==> src/rtl/clint_wb_master.sv <==
// clint_wb_master: Wishbone classic initiator that moves one 64-bit CLINT timer
// register (mtime / mtimecmp) as 32-bit beats selected by wb_adr[0].
// Optional feature macro: CLINT_WB_MASTER_CONSISTENT_READ_EN
//   defined   -> reads run HI, LO, HI2 and retry when the high word moved.
//   undefined -> reads run LO, HI with no compare or retry logic.
// All outputs are registered; their next values are derived from next state.
module clint_wb_master #(
  parameter int unsigned PADDR_SIZE     = 30,
  parameter int unsigned PDATA_SIZE     = 32,
  parameter int unsigned TIMEOUT_CYCLES = 16,
  parameter int unsigned MAX_RETRY      = 2
) (
  input  logic                  clk,
  input  logic                  reset_n,
  input  logic                  cmd_valid,
  output logic                  cmd_ready,
  input  logic                  cmd_we,
  input  logic [PADDR_SIZE-1:0] cmd_adr,
  input  logic [63:0]           cmd_wdata,
  output logic                  rsp_valid,
  output logic                  rsp_err,
  output logic [63:0]           rsp_rdata,
  output logic                  wb_cyc,
  output logic                  wb_stb,
  output logic                  wb_we,
  output logic [PADDR_SIZE-1:0] wb_adr,
  output logic [PDATA_SIZE-1:0] wb_dat_o,
  input  logic [PDATA_SIZE-1:0] wb_dat_i,
  input  logic                  wb_ack
);

  typedef enum logic [1:0] {StIdle, StBeat, StGap, StResp} state_e;
  typedef enum logic [1:0] {BeatLo, BeatHi, BeatHi2} beat_e;

  localparam int unsigned CntW = $clog2(TIMEOUT_CYCLES + 1);

  state_e                state_q, state_d;
  beat_e                 beat_q, beat_d;
  logic                  we_q, we_d;
  logic [PADDR_SIZE-2:0] adr_q, adr_d;
  logic [63:0]           wdata_q, wdata_d;
  logic [31:0]           lo_q, lo_d;
  logic [31:0]           hi_q, hi_d;
  logic [CntW-1:0]       cnt_q, cnt_d;

  logic                  cmd_ready_q, cmd_ready_d;
  logic                  rsp_valid_q, rsp_valid_d;
  logic                  rsp_err_q, rsp_err_d;
  logic [63:0]           rsp_rdata_q, rsp_rdata_d;
  logic                  wb_cyc_q, wb_cyc_d;
  logic                  wb_stb_q, wb_stb_d;
  logic                  wb_we_q, wb_we_d;
  logic [PADDR_SIZE-1:0] wb_adr_q, wb_adr_d;
  logic [PDATA_SIZE-1:0] wb_dat_o_q, wb_dat_o_d;

`ifdef CLINT_WB_MASTER_CONSISTENT_READ_EN
  localparam int unsigned RetryW = (MAX_RETRY > 0) ? $clog2(MAX_RETRY + 1) : 1;
  logic [RetryW-1:0] retry_q, retry_d;
`else
  logic unused_max_retry;
  assign unused_max_retry = ^MAX_RETRY;
`endif

  // The register pair is always addressed as an aligned pair.
  logic unused_adr_lsb;
  assign unused_adr_lsb = cmd_adr[0];

  // Next-state: command latch, beat sequencing, timeout and response data.
  always_comb begin
    state_d     = state_q;
    beat_d      = beat_q;
    we_d        = we_q;
    adr_d       = adr_q;
    wdata_d     = wdata_q;
    lo_d        = lo_q;
    hi_d        = hi_q;
    cnt_d       = '0;
    rsp_err_d   = 1'b0;
    rsp_rdata_d = '0;
`ifdef CLINT_WB_MASTER_CONSISTENT_READ_EN
    retry_d     = retry_q;
`endif

    unique case (state_q)
      StIdle: begin
        if (cmd_valid) begin
          we_d    = cmd_we;
          adr_d   = cmd_adr[PADDR_SIZE-1:1];
          wdata_d = cmd_wdata;
          lo_d    = '0;
          hi_d    = '0;
`ifdef CLINT_WB_MASTER_CONSISTENT_READ_EN
          retry_d = '0;
          beat_d  = cmd_we ? BeatLo : BeatHi;
`else
          beat_d  = BeatLo;
`endif
          state_d = StBeat;
        end
      end

      StBeat: begin
        if (wb_ack) begin
          state_d = StGap;
          unique case (beat_q)
            BeatLo: begin
              lo_d = wb_dat_i[31:0];
`ifdef CLINT_WB_MASTER_CONSISTENT_READ_EN
              beat_d = we_q ? BeatHi : BeatHi2;
`else
              beat_d = BeatHi;
`endif
            end
            BeatHi: begin
              hi_d = wb_dat_i[31:0];
`ifdef CLINT_WB_MASTER_CONSISTENT_READ_EN
              if (we_q) begin
                state_d = StResp;
              end else begin
                beat_d = BeatLo;
              end
`else
              state_d = StResp;
`endif
            end
            default: begin
`ifdef CLINT_WB_MASTER_CONSISTENT_READ_EN
              // HI2: a changed high word means LO may belong to either epoch.
              if (wb_dat_i[31:0] == hi_q) begin
                state_d = StResp;
              end else if (retry_q < RetryW'(MAX_RETRY)) begin
                hi_d    = wb_dat_i[31:0];
                retry_d = retry_q + RetryW'(1);
                beat_d  = BeatLo;
              end else begin
                state_d   = StResp;
                rsp_err_d = 1'b1;
              end
`else
              state_d   = StResp;
              rsp_err_d = 1'b1;
`endif
            end
          endcase
          if (state_d == StResp && !rsp_err_d && !we_q) begin
            rsp_rdata_d = {hi_d, lo_d};
          end
        end else if (cnt_q + CntW'(1) == CntW'(TIMEOUT_CYCLES)) begin
          state_d   = StResp;
          rsp_err_d = 1'b1;
        end else begin
          cnt_d = cnt_q + CntW'(1);
        end
      end

      StGap:   state_d = StBeat;
      StResp:  state_d = StIdle;
      default: state_d = StIdle;
    endcase

    // Registered outputs follow the state being entered.
    cmd_ready_d = (state_d == StIdle);
    wb_cyc_d    = (state_d == StBeat) || (state_d == StGap);
    wb_stb_d    = (state_d == StBeat);
    wb_we_d     = wb_stb_d && we_d;
    wb_adr_d    = '0;
    wb_dat_o_d  = '0;
    if (wb_stb_d) begin
      wb_adr_d = {adr_d, beat_d != BeatLo};
      if (we_d) begin
        wb_dat_o_d = (beat_d == BeatLo) ? wdata_d[31:0] : wdata_d[63:32];
      end
    end
    rsp_valid_d = (state_d == StResp);
  end

  // State and registered outputs; async reset drops the bus immediately.
  always_ff @(posedge clk or negedge reset_n) begin
    if (!reset_n) begin
      state_q     <= StIdle;
      beat_q      <= BeatLo;
      we_q        <= 1'b0;
      adr_q       <= '0;
      wdata_q     <= '0;
      lo_q        <= '0;
      hi_q        <= '0;
      cnt_q       <= '0;
      cmd_ready_q <= 1'b1;
      rsp_valid_q <= 1'b0;
      rsp_err_q   <= 1'b0;
      rsp_rdata_q <= '0;
      wb_cyc_q    <= 1'b0;
      wb_stb_q    <= 1'b0;
      wb_we_q     <= 1'b0;
      wb_adr_q    <= '0;
      wb_dat_o_q  <= '0;
`ifdef CLINT_WB_MASTER_CONSISTENT_READ_EN
      retry_q     <= '0;
`endif
    end else begin
      state_q     <= state_d;
      beat_q      <= beat_d;
      we_q        <= we_d;
      adr_q       <= adr_d;
      wdata_q     <= wdata_d;
      lo_q        <= lo_d;
      hi_q        <= hi_d;
      cnt_q       <= cnt_d;
      cmd_ready_q <= cmd_ready_d;
      rsp_valid_q <= rsp_valid_d;
      rsp_err_q   <= rsp_err_d;
      rsp_rdata_q <= rsp_rdata_d;
      wb_cyc_q    <= wb_cyc_d;
      wb_stb_q    <= wb_stb_d;
      wb_we_q     <= wb_we_d;
      wb_adr_q    <= wb_adr_d;
      wb_dat_o_q  <= wb_dat_o_d;
`ifdef CLINT_WB_MASTER_CONSISTENT_READ_EN
      retry_q     <= retry_d;
`endif
    end
  end

  assign cmd_ready = cmd_ready_q;
  assign rsp_valid = rsp_valid_q;
  assign rsp_err   = rsp_err_q;
  assign rsp_rdata = rsp_rdata_q;
  assign wb_cyc    = wb_cyc_q;
  assign wb_stb    = wb_stb_q;
  assign wb_we     = wb_we_q;
  assign wb_adr    = wb_adr_q;
  assign wb_dat_o  = wb_dat_o_q;

endmodule
==> config.mk <==
export PLATFORM = sky130hd
export DESIGN_NAME = clint_wb_master
export DESIGN_NICKNAME = d
export VERILOG_FILES = /design/src/rtl/clint_wb_master.sv
export SDC_FILE = /design/constraint.sdc
export NUM_CORES = 1
export LEC_CHECK = 0
export CAP_MARGIN = 5
export CORE_ASPECT_RATIO = 0.9
export CORE_MARGIN = 2
export CORE_UTILIZATION = 42
export CTS_CLUSTER_DIAMETER = 120
export DETAILED_ROUTE_END_ITERATION = 12
export GPL_TIMING_DRIVEN = 0
export PLACE_DENSITY = 0.73
export SYNTH_ARGS = -nofsm -noshare
export SYNTH_HDL_FRONTEND = slang
export SYNTH_SLANG_ARGS = --single-unit
==> constraint.sdc <==
create_clock -name clk -period 2.5 [get_ports clk]
set_input_delay 0.25 -clock clk [delete_from_list [all_inputs] [get_ports clk]]
set_output_delay 0.25 -clock clk [all_outputs]
set_load 0.02 [all_outputs]
==> flow_metrics.env, run 1 <==
export IMPL_dieHeight_um=149.9
export IMPL_yosysUniqueCellTypes=37
export IMPL_ctsHtreeMaxLevel=1
export IMPL_drt_initial_drc_count=315
export IMPL_coreArea_um2=23280
export IMPL_numPortBuffers=261
export IMPL_wl_per_cell_um=17.46
export IMPL_routed_wirelength_mm=22.79
export IMPL_synth_fa_ha_area_share_pct=0.5038
export IMPL_grt_first_pass_wirelength_mm=36.51
export IMPL_tightest_slew_ps=818.3
export IMPL_netlist_area_um2=9935
export IMPL_rsz0062_at_grt="false"
export IMPL_fin_setup_tns_ps=0
export IMPL_fmax_mhz=462.6
export IMPL_max_stage_delay_ps=410
export IMPL_p_seq_share_pct=39.0
export IMPL_start_util_pct=42.68
export IMPL_place_inst=1251
export IMPL_synth_compound_area_share_pct=5.013
export IMPL_n_fill_cell=1819
export IMPL_areaGrowthSynthToFinish_pct=40.44
export IMPL_place_hpwl_mm=15.93
export IMPL_multi_input_area_um2=2943
export IMPL_synth_area_top_cells="dfrtp_1, mux2_1, and2_1"
export IMPL_viasPerCell=4.815
export IMPL_cpMostUsedCell="buf_2"
export IMPL_clock_sinks=267
export IMPL_grt_pass1_vias=6653
export IMPL_endpoint_kind="flip-flop"
export IMPL_setup_violations=0
export IMPL_worst_endpoint_arrival_ps=2610
export IMPL_ys_seq_area_share_pct=67.27
export IMPL_p_leak_nw=6.183
export IMPL_maxCapViolCount=0
export IMPL_grt_max_degree=118
export IMPL_dp_slack_ps=-27.89
export IMPL_vias=6283
export IMPL_drt_drc_violations_left=0
export IMPL_peakVddDrop_mv=0.5429
export IMPL_clk_path_buf_depth=3
export IMPL_pwr_share_comb_pct=35.6
export IMPL_period_share_pct=86.47
export IMPL_fin_cells=1305
export IMPL_yosysTopAreaCell="dfrtp_1"
export IMPL_place_congestion=0.7361
export IMPL_switching_share_pct=32.05
export IMPL_yosys_register_bits=267
export IMPL_finClkSkew_ps=11.85
export IMPL_synth_top_family_by_area="simple AND/OR/NAND/NOR gates"
export IMPL_hold_ws_ps=239.8
export IMPL_synthMuxAreaShare_pct=11.05
export IMPL_cts_buffers=28
export IMPL_cts_setup_buffers=0
export IMPL_slew_violations=0
export IMPL_p_per_area_nw_per_um2=1180
export IMPL_track_usage_pct=18.43
export IMPL_cts_tree="done"
export IMPL_row_count=53
export IMPL_die_w_um=166.1
export IMPL_drt_pre_antenna_iters=4
export IMPL_drive_gt1_share_pct=11.98
export IMPL_finalNetCount=1115
export IMPL_placed_area_um2=12990
export IMPL_synthXorXnorAreaFrac_pct=0.1763
export IMPL_cp_required_ps=2950
export IMPL_clk_pin_slew_ps=60
export IMPL_synth_warnings=0
export IMPL_boundaryPins=263
export IMPL_worst_setup_path_start_kind="flip-flop"
export IMPL_worst_slack_ps=338.1
export IMPL_p_switching_mw=5.277
export IMPL_postRouteAntennaNets=0
export IMPL_fin_crit_ps=2162
export IMPL_synth_top_area_share_pct=67.00
export IMPL_crit_chain="nand2_1, mux2i_1, nor2_1, o21ai_1, ha_2, nand2b_1, buf_2, buf_2, nor3_2"
export IMPL_overflow=0
export IMPL_hold_viol_final=0
export IMPL_netlist_instances=686
export IMPL_syn_area_per_cell_um2=14.48
export IMPL_path_max_fanout=10
export IMPL_status="complete, no violations"
export IMPL_relSlewSlack_pct=45.21
export IMPL_yosys_area_share_simple_pct=12.86
export IMPL_cts_root_buf="clkbuf_16"
export IMPL_hold_class="primary input to asynchronous set/reset pin"
export IMPL_critical_path_slowest_cell="dfrtp_1"
export IMPL_syn_num_nets=821
export IMPL_antenna_found_initial=2
export IMPL_die_area_um2=24900
export IMPL_final_area_um2=13950
export IMPL_crit_type="flip-flop to flip-flop"
export IMPL_register_area_um2=6683
export IMPL_p_clk_share_pct=25.4
export IMPL_clock_latency_ps=530
export IMPL_intPower_mw=11.19
layer usage:
| layer | track usage (%) | part of all wire, % | vias to the layer above |
|---|---|---|---|
| met4 | 4.435 | 1.9 | 0 |
| met2 | 29.92 | 47 | 188 |
| met5 | 0 | 0 | - |
| met3 | 6.665 | 8.4 | 29 |
| li1 | - | - | 2943 |
| met1 | 23.81 | 43 | 3123 |
power groups by stage:
stage	sequential, mW	combinational (mW)	clock, mW
after floorplan	7.06	2.99	0
after CTS	6.44	5.95	4.30
final	6.42	5.86	4.19
after global routing	6.58	6.38	4.48
after detailed placement	6.50	5.92	0
after global placement	6.47	5.78	0
area by class of cell:
type / instances / share of cell area [%]
Antenna cell: 1 / 0.01794
Clock buffer: 42 / 6.053
Sequential cell: 267 / 47.90
Inverter: 4 / 0.1076
Tap cell: 302 / 2.708
Clock inverter: 10 / 0.7712
Multi-Input combinational cell: 370 / 21.09
Buffer: 45 / 2.125
Timing Repair Buffer: 264 / 19.23
worst paths after layout:
path / depth (start not counted) / endpoint / slack (ps) / startpoint
worst max-delay path: 9 / wb_dat_o[29] / 340 / cnt_q[0]
max in group asynchronous: 3 / wdata_q[62] / 1340 / reset_n
worst max register to register: 9 / wb_dat_o[29] / 340 / cnt_q[0]
min in group clk: 2 / rsp_rdata[47] / 310 / wb_dat_i[15]
worst min-delay path: 2 / rsp_rdata[56] / 240 / reset_n
worst min register to register: 1 / adr_q[18] / 470 / adr_q[18]
cells in the mapped netlist:
cell / instances
a21o_1: 1
a21oi_1: 34
a22o_1: 31
and2_1: 94
and3_1: 2
buf_1: 1
buf_2: 9
buf_4: 9
buf_6: 11
clkbuf_1: 15
dfrtp_1: 266
dfstp_2: 1
ha_1: 4
inv_1: 2
inv_2: 2
mux2_1: 91
mux2_2: 2
mux2i_1: 5
nand2_1: 6
nand2b_1: 3
nand2b_4: 1
nand3_1: 1
nand4_1: 1
nor2_1: 9
nor2b_1: 4
nor3_1: 34
nor3_2: 32
nor3b_2: 2
nor4b_4: 1
o21a_1: 2
o21ai_0: 3
o21ai_1: 1
o22ai_1: 1
o31ai_1: 1
or2_1: 2
xnor2_1: 1
xor2_1: 1
logic make-up after synthesis:
| kind of cell | Yosys count |
|---|---|
| flip-flops | 267 |
| buffers and inverters | 49 |
| AO/OA/AOI/OAI | 74 |
| multiplexers | 98 |
| AND/OR/NAND/NOR | 192 |
| XOR/XNOR | 2 |
| adder cells (fa/ha/maj) | 4 |
metrics by stage:
stage / util [%] / total power [mW]
finish: 59.94 / 16.47
CTS: 59.92 / 16.69
global placement: 55.53 / 12.25
global route: 59.94 / 17.44
detailed placement: 55.79 / 12.41
floorplan: - / 10.05
state kept, by name, summed over array words and instances (netlist names), 2 cells and up:
register,count
wdata_q,64
wb_adr,30
cnt_q,5
wb_dat_o,32
state_q,2
beat_q,2
rsp_rdata,64
adr_q,29
lo_q,32
repair_timing:
action | 4_1_cts | 5_1_grt
hold buffers | 1 | 0
endpoints found under the hold margin | 55 | 0
setup endpoints to repair | 0 | 18
resized for setup | 0 | 2
placed cells by master (no fill, tap or decap), drive strengths merged, types with 2 or more instances in the layout:
| cell type | n |
|---|---|
| a21oi | 34 |
| a22o | 31 |
| and2 | 94 |
| and3 | 2 |
| buf | 33 |
| bufinv | 2 |
| clkbuf | 57 |
| clkdlybuf4s50 | 260 |
| clkinv | 8 |
| dfrtp | 266 |
| ha | 4 |
| inv | 4 |
| mux2 | 93 |
| mux2i | 5 |
| nand2 | 6 |
| nand2b | 4 |
| nor2 | 9 |
| nor2b | 4 |
| nor3 | 66 |
| nor3b | 2 |
| o21a | 2 |
| o21ai | 4 |
| or2 | 2 |
critical path: cells and delay by family (launching register included):
| kind | cells | cell delay (ps) |
|---|---|---|
| and+or+nand+nor | 4 | 500 |
| DFF | 1 | 410 |
| buffers and inverters | 2 | 400 |
| adders and majority gates | 1 | 300 |
| muxes | 1 | 250 |
| AOI/OAI and AO/OA | 1 | 210 |
(Power assumes the default switching activity.)
==> inputs of run 2 (changes only) <==
CORE_ASPECT_RATIO = 0.6   (was 0.9)
HOLD_SLACK_MARGIN = 0.05   (was default)
==> run 2 against run 1 <==
  * Core utilization is 0.20 points lower
  * Sequential cell count unchanged
  * Cell area shrank 0.94%
  * Register-to-register slack worse by 90 ps
  * Final cell count grew 0.23%
  * Fmax decreased by 4.0%
  * Non-clock buffer count unchanged
  * Combinational power is 2% higher
  * Die area grew 0.15%
  * Via count grew 0.18%
==> flow_metrics.env, run 2 (synthesized netlist as in run 1, its figures left out) <==
export IMPL_track_usage_pct=19.13
export IMPL_p_seq_share_pct=39.8
export IMPL_critical_path_slowest_cell="dfrtp_1"
export IMPL_slew_violations=0
export IMPL_fin_util_pct=59.74
export IMPL_drive_gt1_share_pct=11.28
export IMPL_ctsHtreeMaxLevel=1
export IMPL_coreArea_um2=23130
export IMPL_place_inst=1264
export IMPL_tightest_slew_ps=829.1
export IMPL_drt_pre_antenna_iters=6
export IMPL_cts_buffers=25
export IMPL_crit_buf_inv=2
export IMPL_die_area_um2=24940
export IMPL_cts_root_buf="clkbuf_16"
export IMPL_pwr_share_comb_pct=36.9
export IMPL_hold_ws_ps=194.1
export IMPL_hold_class="primary input to asynchronous set/reset pin"
export IMPL_place_congestion=0.7666
export IMPL_cts_setup_buffers=0
export IMPL_hold_viol_final=0
export IMPL_vias=6294
export IMPL_drt_initial_drc_count=360
export IMPL_areaGrowthSynthToFinish_pct=39.12
export IMPL_cts_tree="done"
export IMPL_layout_common_cells="dfrtp_1, clkdlybuf4s50_1, and2_1"
export IMPL_numPortBuffers=261
export IMPL_viasPerCell=4.812
export IMPL_worst_setup_path_start_kind="flip-flop"
export IMPL_path_max_fanout=10
export IMPL_rsz0062_at_grt="false"
export IMPL_peakVddDrop_mv=0.6098
export IMPL_worst_endpoint_arrival_ps=2680
export IMPL_endpoint_kind="flip-flop"
export IMPL_p_switching_mw=5.304
export IMPL_finClkSkew_ps=7.981
export IMPL_grt_max_degree=125
export IMPL_cpMostUsedCell="buf_2"
export IMPL_p_clk_share_pct=23.3
export IMPL_period_share_pct=90.05
export IMPL_grt_pass1_vias=6575
export IMPL_start_util_pct=42.94
export IMPL_clk_pin_slew_ps=60
export IMPL_routed_wirelength_mm=23.59
export IMPL_crit_chain="nand2_1, mux2i_1, nor2_1, o21ai_1, ha_2, nand2b_1, buf_2, buf_2, nor3_2"
export IMPL_status="complete, no violations"
export IMPL_n_antenna_cell=0
export IMPL_die_w_um=202.6
export IMPL_setup_violations=0
export IMPL_finalNetCount=1112
export IMPL_critPathTopFamily="simple AND/OR/NAND/NOR gates"
export IMPL_postRouteAntennaNets=0
export IMPL_clock_latency_ps=510
export IMPL_max_stage_delay_ps=410
export IMPL_clk_path_buf_depth=3
export IMPL_dp_slack_ps=-125.2
export IMPL_n_fill_cell=1830
export IMPL_fmax_mhz=444.2
export IMPL_wl_per_cell_um=18.03
export IMPL_clock_sinks=267
export IMPL_row_count=43
export IMPL_switching_share_pct=32.89
export IMPL_dieHeight_um=123.1
export IMPL_overflow=0
export IMPL_worst_slack_ps=248.7
export IMPL_fin_crit_ps=2251
export IMPL_p_per_area_nw_per_um2=1167
export IMPL_grt_first_pass_wirelength_mm=37.18
export IMPL_relSlewSlack_pct=44.49
export IMPL_antenna_found_initial=2
export IMPL_cp_required_ps=2930
export IMPL_crit_type="flip-flop to flip-flop"
export IMPL_intPower_mw=10.82
export IMPL_drt_drc_violations_left=0
export IMPL_p_leak_nw=6.099
export IMPL_fin_cells=1308
export IMPL_maxCapViolCount=0
export IMPL_boundaryPins=263
export IMPL_place_hpwl_mm=16.65
export IMPL_final_common_cell="dfrtp_1"
-- run 2: cell types whose count changed in the layout (fill, tap and decap cells not counted), sizes merged --
cell | previous run | this run
diode | 1 | 0
clkinvlp | 0 | 2
clkbuf | 57 | 49
clkinv | 8 | 5
-- run 2: path summary, 6_finish.rpt --
path	startpoint	to	slack, ps	cells after the start
max reg2reg	cnt_q[0]	wb_dat_o[23]	250	9
min in group clk	wb_dat_i[30]	rsp_rdata[62]	340	2
min	reset_n	wb_dat_o[8]	190	2
max in group asynchronous	reset_n	wdata_q[24]	1420	3
max	cnt_q[0]	wb_dat_o[23]	250	9
min reg2reg	lo_q[2]	rsp_rdata[2]	470	1
-- run 2: power by group through the flow --
stage / Clock (mW) / Sequential, mW / Combinational [mW]
2_1_floorplan: 0 / 7.06 / 2.99
3_3_place_gp: 0 / 6.47 / 5.89
3_5_place_dp: 0 / 6.49 / 6.00
4_1_cts: 3.86 / 6.43 / 6.04
5_1_grt: 4.05 / 6.58 / 6.47
6_report: 3.75 / 6.42 / 5.96
-- run 2: cell type report --
| cell class | count | area (µm²) | share of cell area, % |
|---|---|---|---|
| Sequential cell | 267 | 6683 | 48.35 |
| Buffer | 45 | 296.5 | 2.146 |
| Clock buffer | 34 | 699.4 | 5.061 |
| Clock inverter | 9 | 107.6 | 0.7786 |
| Tap cell | 315 | 394.1 | 2.852 |
| Timing Repair Buffer | 264 | 2683 | 19.41 |
| Inverter | 4 | 15.01 | 0.1086 |
| Multi-Input combinational cell | 370 | 2943 | 21.29 |
-- run 2: stage by stage --
stage / power (mW) / area, µm² / TNS (ps)
2_1_floorplan: 10.05 / 9935 / 0
3_3_place_gp: 12.36 / 12940 / -2700540
3_5_place_dp: 12.49 / 13000 / -1434
4_1_cts: 16.33 / 13820 / 0
5_1_grt: 17.10 / 13820 / 0
6_report: 16.13 / 13820 / 0
-- run 2: repair_timing --
action                                 4_1_cts  5_1_grt
endpoints found under the hold margin      231        0
setup endpoints to repair                    0       39
hold buffers                                 1        0
resized for setup                            0        2
-- run 2: per-layer routing --
layer  vias to the layer above  share of wire (%)  global-route usage (%)
li1                       2932                  -                       -
met1                      3142                 47                   28.07
met2                       188                 42                   27.27
met3                        30                9.3                   7.222
met4                         2                1.6                   3.467
met5                         -              0.051                       0
==> inputs of run 3 (changes only) <==
CORE_MARGIN = default   (was 2)
CTS_CLUSTER_SIZE = 16   (was default)
==> run 3 against run 2 <==
  * Die area fell by 2.6%
  * Sequential power barely moved
  * Register-to-register slack got worse by 30 ps
  * Cell area fell by 1.8%
  * Global-route usage rose by 0.42 points
  * Sequential share of layout area rose by 0.87 points
  * Sequential cell count did not move
  * Via count fell by 1.3%
  * First-iteration DRC count fell by 17%
  * Clock power fell by 20%
  * Combinational power barely moved
  * Clock skew rose by 5.7 ps
  * Critical endpoint is now wb_dat_o[24]
  * Largest power group unchanged
==> flow_metrics.env, run 3 (synthesized netlist as in run 1, its figures left out) <==
export IMPL_status="complete, no violations"
export IMPL_placed_area_um2=13000
export IMPL_track_usage_pct=19.55
export IMPL_grt_max_degree=107
export IMPL_start_util_pct=42.94
export IMPL_drt_initial_drc_count=300
export IMPL_crit_chain="buf_4, nand2b_4, o22ai_1, ha_2, nand2b_1, buf_2, buf_2, nor3_2"
export IMPL_crit_cells=8
export IMPL_hold_class="primary input to asynchronous set/reset pin"
export IMPL_overflow=0
export IMPL_grt_first_pass_wirelength_mm=36.81
export IMPL_fmax_mhz=437.5
export IMPL_clk_pin_slew_ps=70
export IMPL_dieHeight_um=121.1
export IMPL_cp_required_ps=2910
export IMPL_vias=6213
export IMPL_postRouteAntennaNets=0
export IMPL_max_stage_delay_ps=410
export IMPL_maxCapViolCount=0
export IMPL_boundaryPins=263
export IMPL_drt_pre_antenna_iters=8
export IMPL_cts_setup_buffers=0
export IMPL_cpMostUsedCell="buf_2"
export IMPL_cts_tree="done"
export IMPL_coreArea_um2=23130
export IMPL_peakVddDrop_mv=0.5652
export IMPL_crit_type="flip-flop to flip-flop"
export IMPL_grt_pass1_vias=6350
export IMPL_finClkSkew_ps=13.65
export IMPL_numPortBuffers=261
export IMPL_routed_wirelength_mm=23.60
export IMPL_place_hpwl_mm=16.71
export IMPL_rsz0062_at_grt="false"
export IMPL_cts_buffers=20
export IMPL_layout_common_cells="dfrtp_1, clkdlybuf4s50_1, and2_1"
export IMPL_cts_root_buf="clkbuf_16"
export IMPL_p_per_area_nw_per_um2=1132
export IMPL_period_share_pct=91.43
export IMPL_path_max_fanout=10
export IMPL_rr_worst_depth=8
export IMPL_viasPerCell=4.798
export IMPL_clk_path_buf_depth=3
export IMPL_relSlewSlack_pct=46.99
export IMPL_clock_sinks=267
export IMPL_n_fill_cell=1913
export IMPL_drive_gt1_share_pct=9.796
export IMPL_hold_viol_final=0
export IMPL_critical_path_slowest_cell="dfrtp_1"
export IMPL_tightest_slew_ps=791.8
export IMPL_die_w_um=200.6
export IMPL_final_common_cell="dfrtp_1"
export IMPL_p_leak_nw=5.976
export IMPL_hold_ws_ps=310.9
export IMPL_die_area_um2=24290
export IMPL_final_area_um2=13580
export IMPL_areaGrowthSynthToFinish_pct=36.66
export IMPL_worst_setup_path_start_kind="flip-flop"
export IMPL_wl_per_cell_um=18.23
export IMPL_critPathTopFamily="buffers and inverters"
export IMPL_fin_crit_ps=2286
export IMPL_row_count=43
export IMPL_worst_endpoint_arrival_ps=2700
export IMPL_ctsHtreeMaxLevel=1
export IMPL_clock_latency_ps=500
export IMPL_endpoint_kind="flip-flop"
export IMPL_n_antenna_cell=0
export IMPL_drt_drc_violations_left=0
export IMPL_setup_violations=0
export IMPL_antenna_found_initial=1
export IMPL_finalNetCount=1107
export IMPL_slew_violations=0
export IMPL_crit_buf_inv=3
export IMPL_place_congestion=0.8087
-- run 3: changes by cell type in the layout (fill, tap and decap cells not counted), sizes merged --
cell / previous run / this run
clkinv: 5 / 0
clkinvlp: 2 / 1
bufinv: 2 / 0
clkbuf: 49 / 44
-- run 3: routing by layer --
metal | global-route usage, % | vias to the layer above | part of all wire (%)
li1 | - | 2905 | -
met1 | 28.64 | 3107 | 48
met2 | 28.13 | 180 | 42
met3 | 7.223 | 21 | 8.8
met4 | 2.815 | 0 | 1.2
met5 | 0 | - | 0
-- run 3: area by class of cell --
class                      instances  area [µm²]  share of cell area [%]
clock buffer                      29       555.5                   4.092
tap                              315       394.1                   2.903
multi-input combinational        370        2943                   21.68
inverter                           4       15.01                  0.1106
timing repair buffer             264        2683                   19.76
sequential                       267        6683                   49.22
buffer                            45       296.5                   2.184
clock inverter                     1       7.507                 0.05529
-- run 3: timing repair --
action / in CTS / in global routing
resized for setup: 0 / 1
setup endpoints to repair: 0 / 13
endpoints found under the hold margin: 78 / 0
hold buffers: 1 / 0
-- run 3: worst paths after layout --
| path | start | to | slack, ps |
|---|---|---|---|
| min in group clk | wb_dat_i[27] | rsp_rdata[59] | 340 |
| worst max register to register | state_q[1] | wb_dat_o[24] | 210 |
| worst min register to register | adr_q[11] | adr_q[11] | 480 |
| worst max-delay path | state_q[1] | wb_dat_o[24] | 210 |
| max in group asynchronous | reset_n | wb_adr[23] | 860 |
| worst min-delay path | reset_n | wdata_q[39] | 310 |
-- run 3: report_power, final --
| group | internal, mW | total [mW] | switching [mW] | leakage (nW) |
|---|---|---|---|---|
| clock | 1.54 | 3.00 | 1.46 | 0.268 |
| sequential | 5.92 | 6.41 | 0.484 | 3.44 |
| combinational | 2.73 | 5.97 | 3.24 | 2.26 |
-- run 3: per-stage QoR --
step                power, mW  setup slack (ps)  setup TNS (ps)  std cells  utilization, %
floorplan               10.05             611.7               0        686               -
global placement        12.37            -10170        -2704720       1262           55.94
detailed placement      12.51            -140.5           -2600       1264           56.20
CTS                     15.55             113.8               0       1295           58.68
global route            16.31             16.07               0       1295           58.69
finish                  15.37             214.3               0       1295           58.69
-- run 3: worst register-to-register path, stage by stage (launching register included) --
cell and delay, ps:
dfrtp_1 410, buf_4 170, nand2b_4 160, o22ai_1 370, ha_2 370, nand2b_1 70
buf_2 180, buf_2 250, nor3_2 230
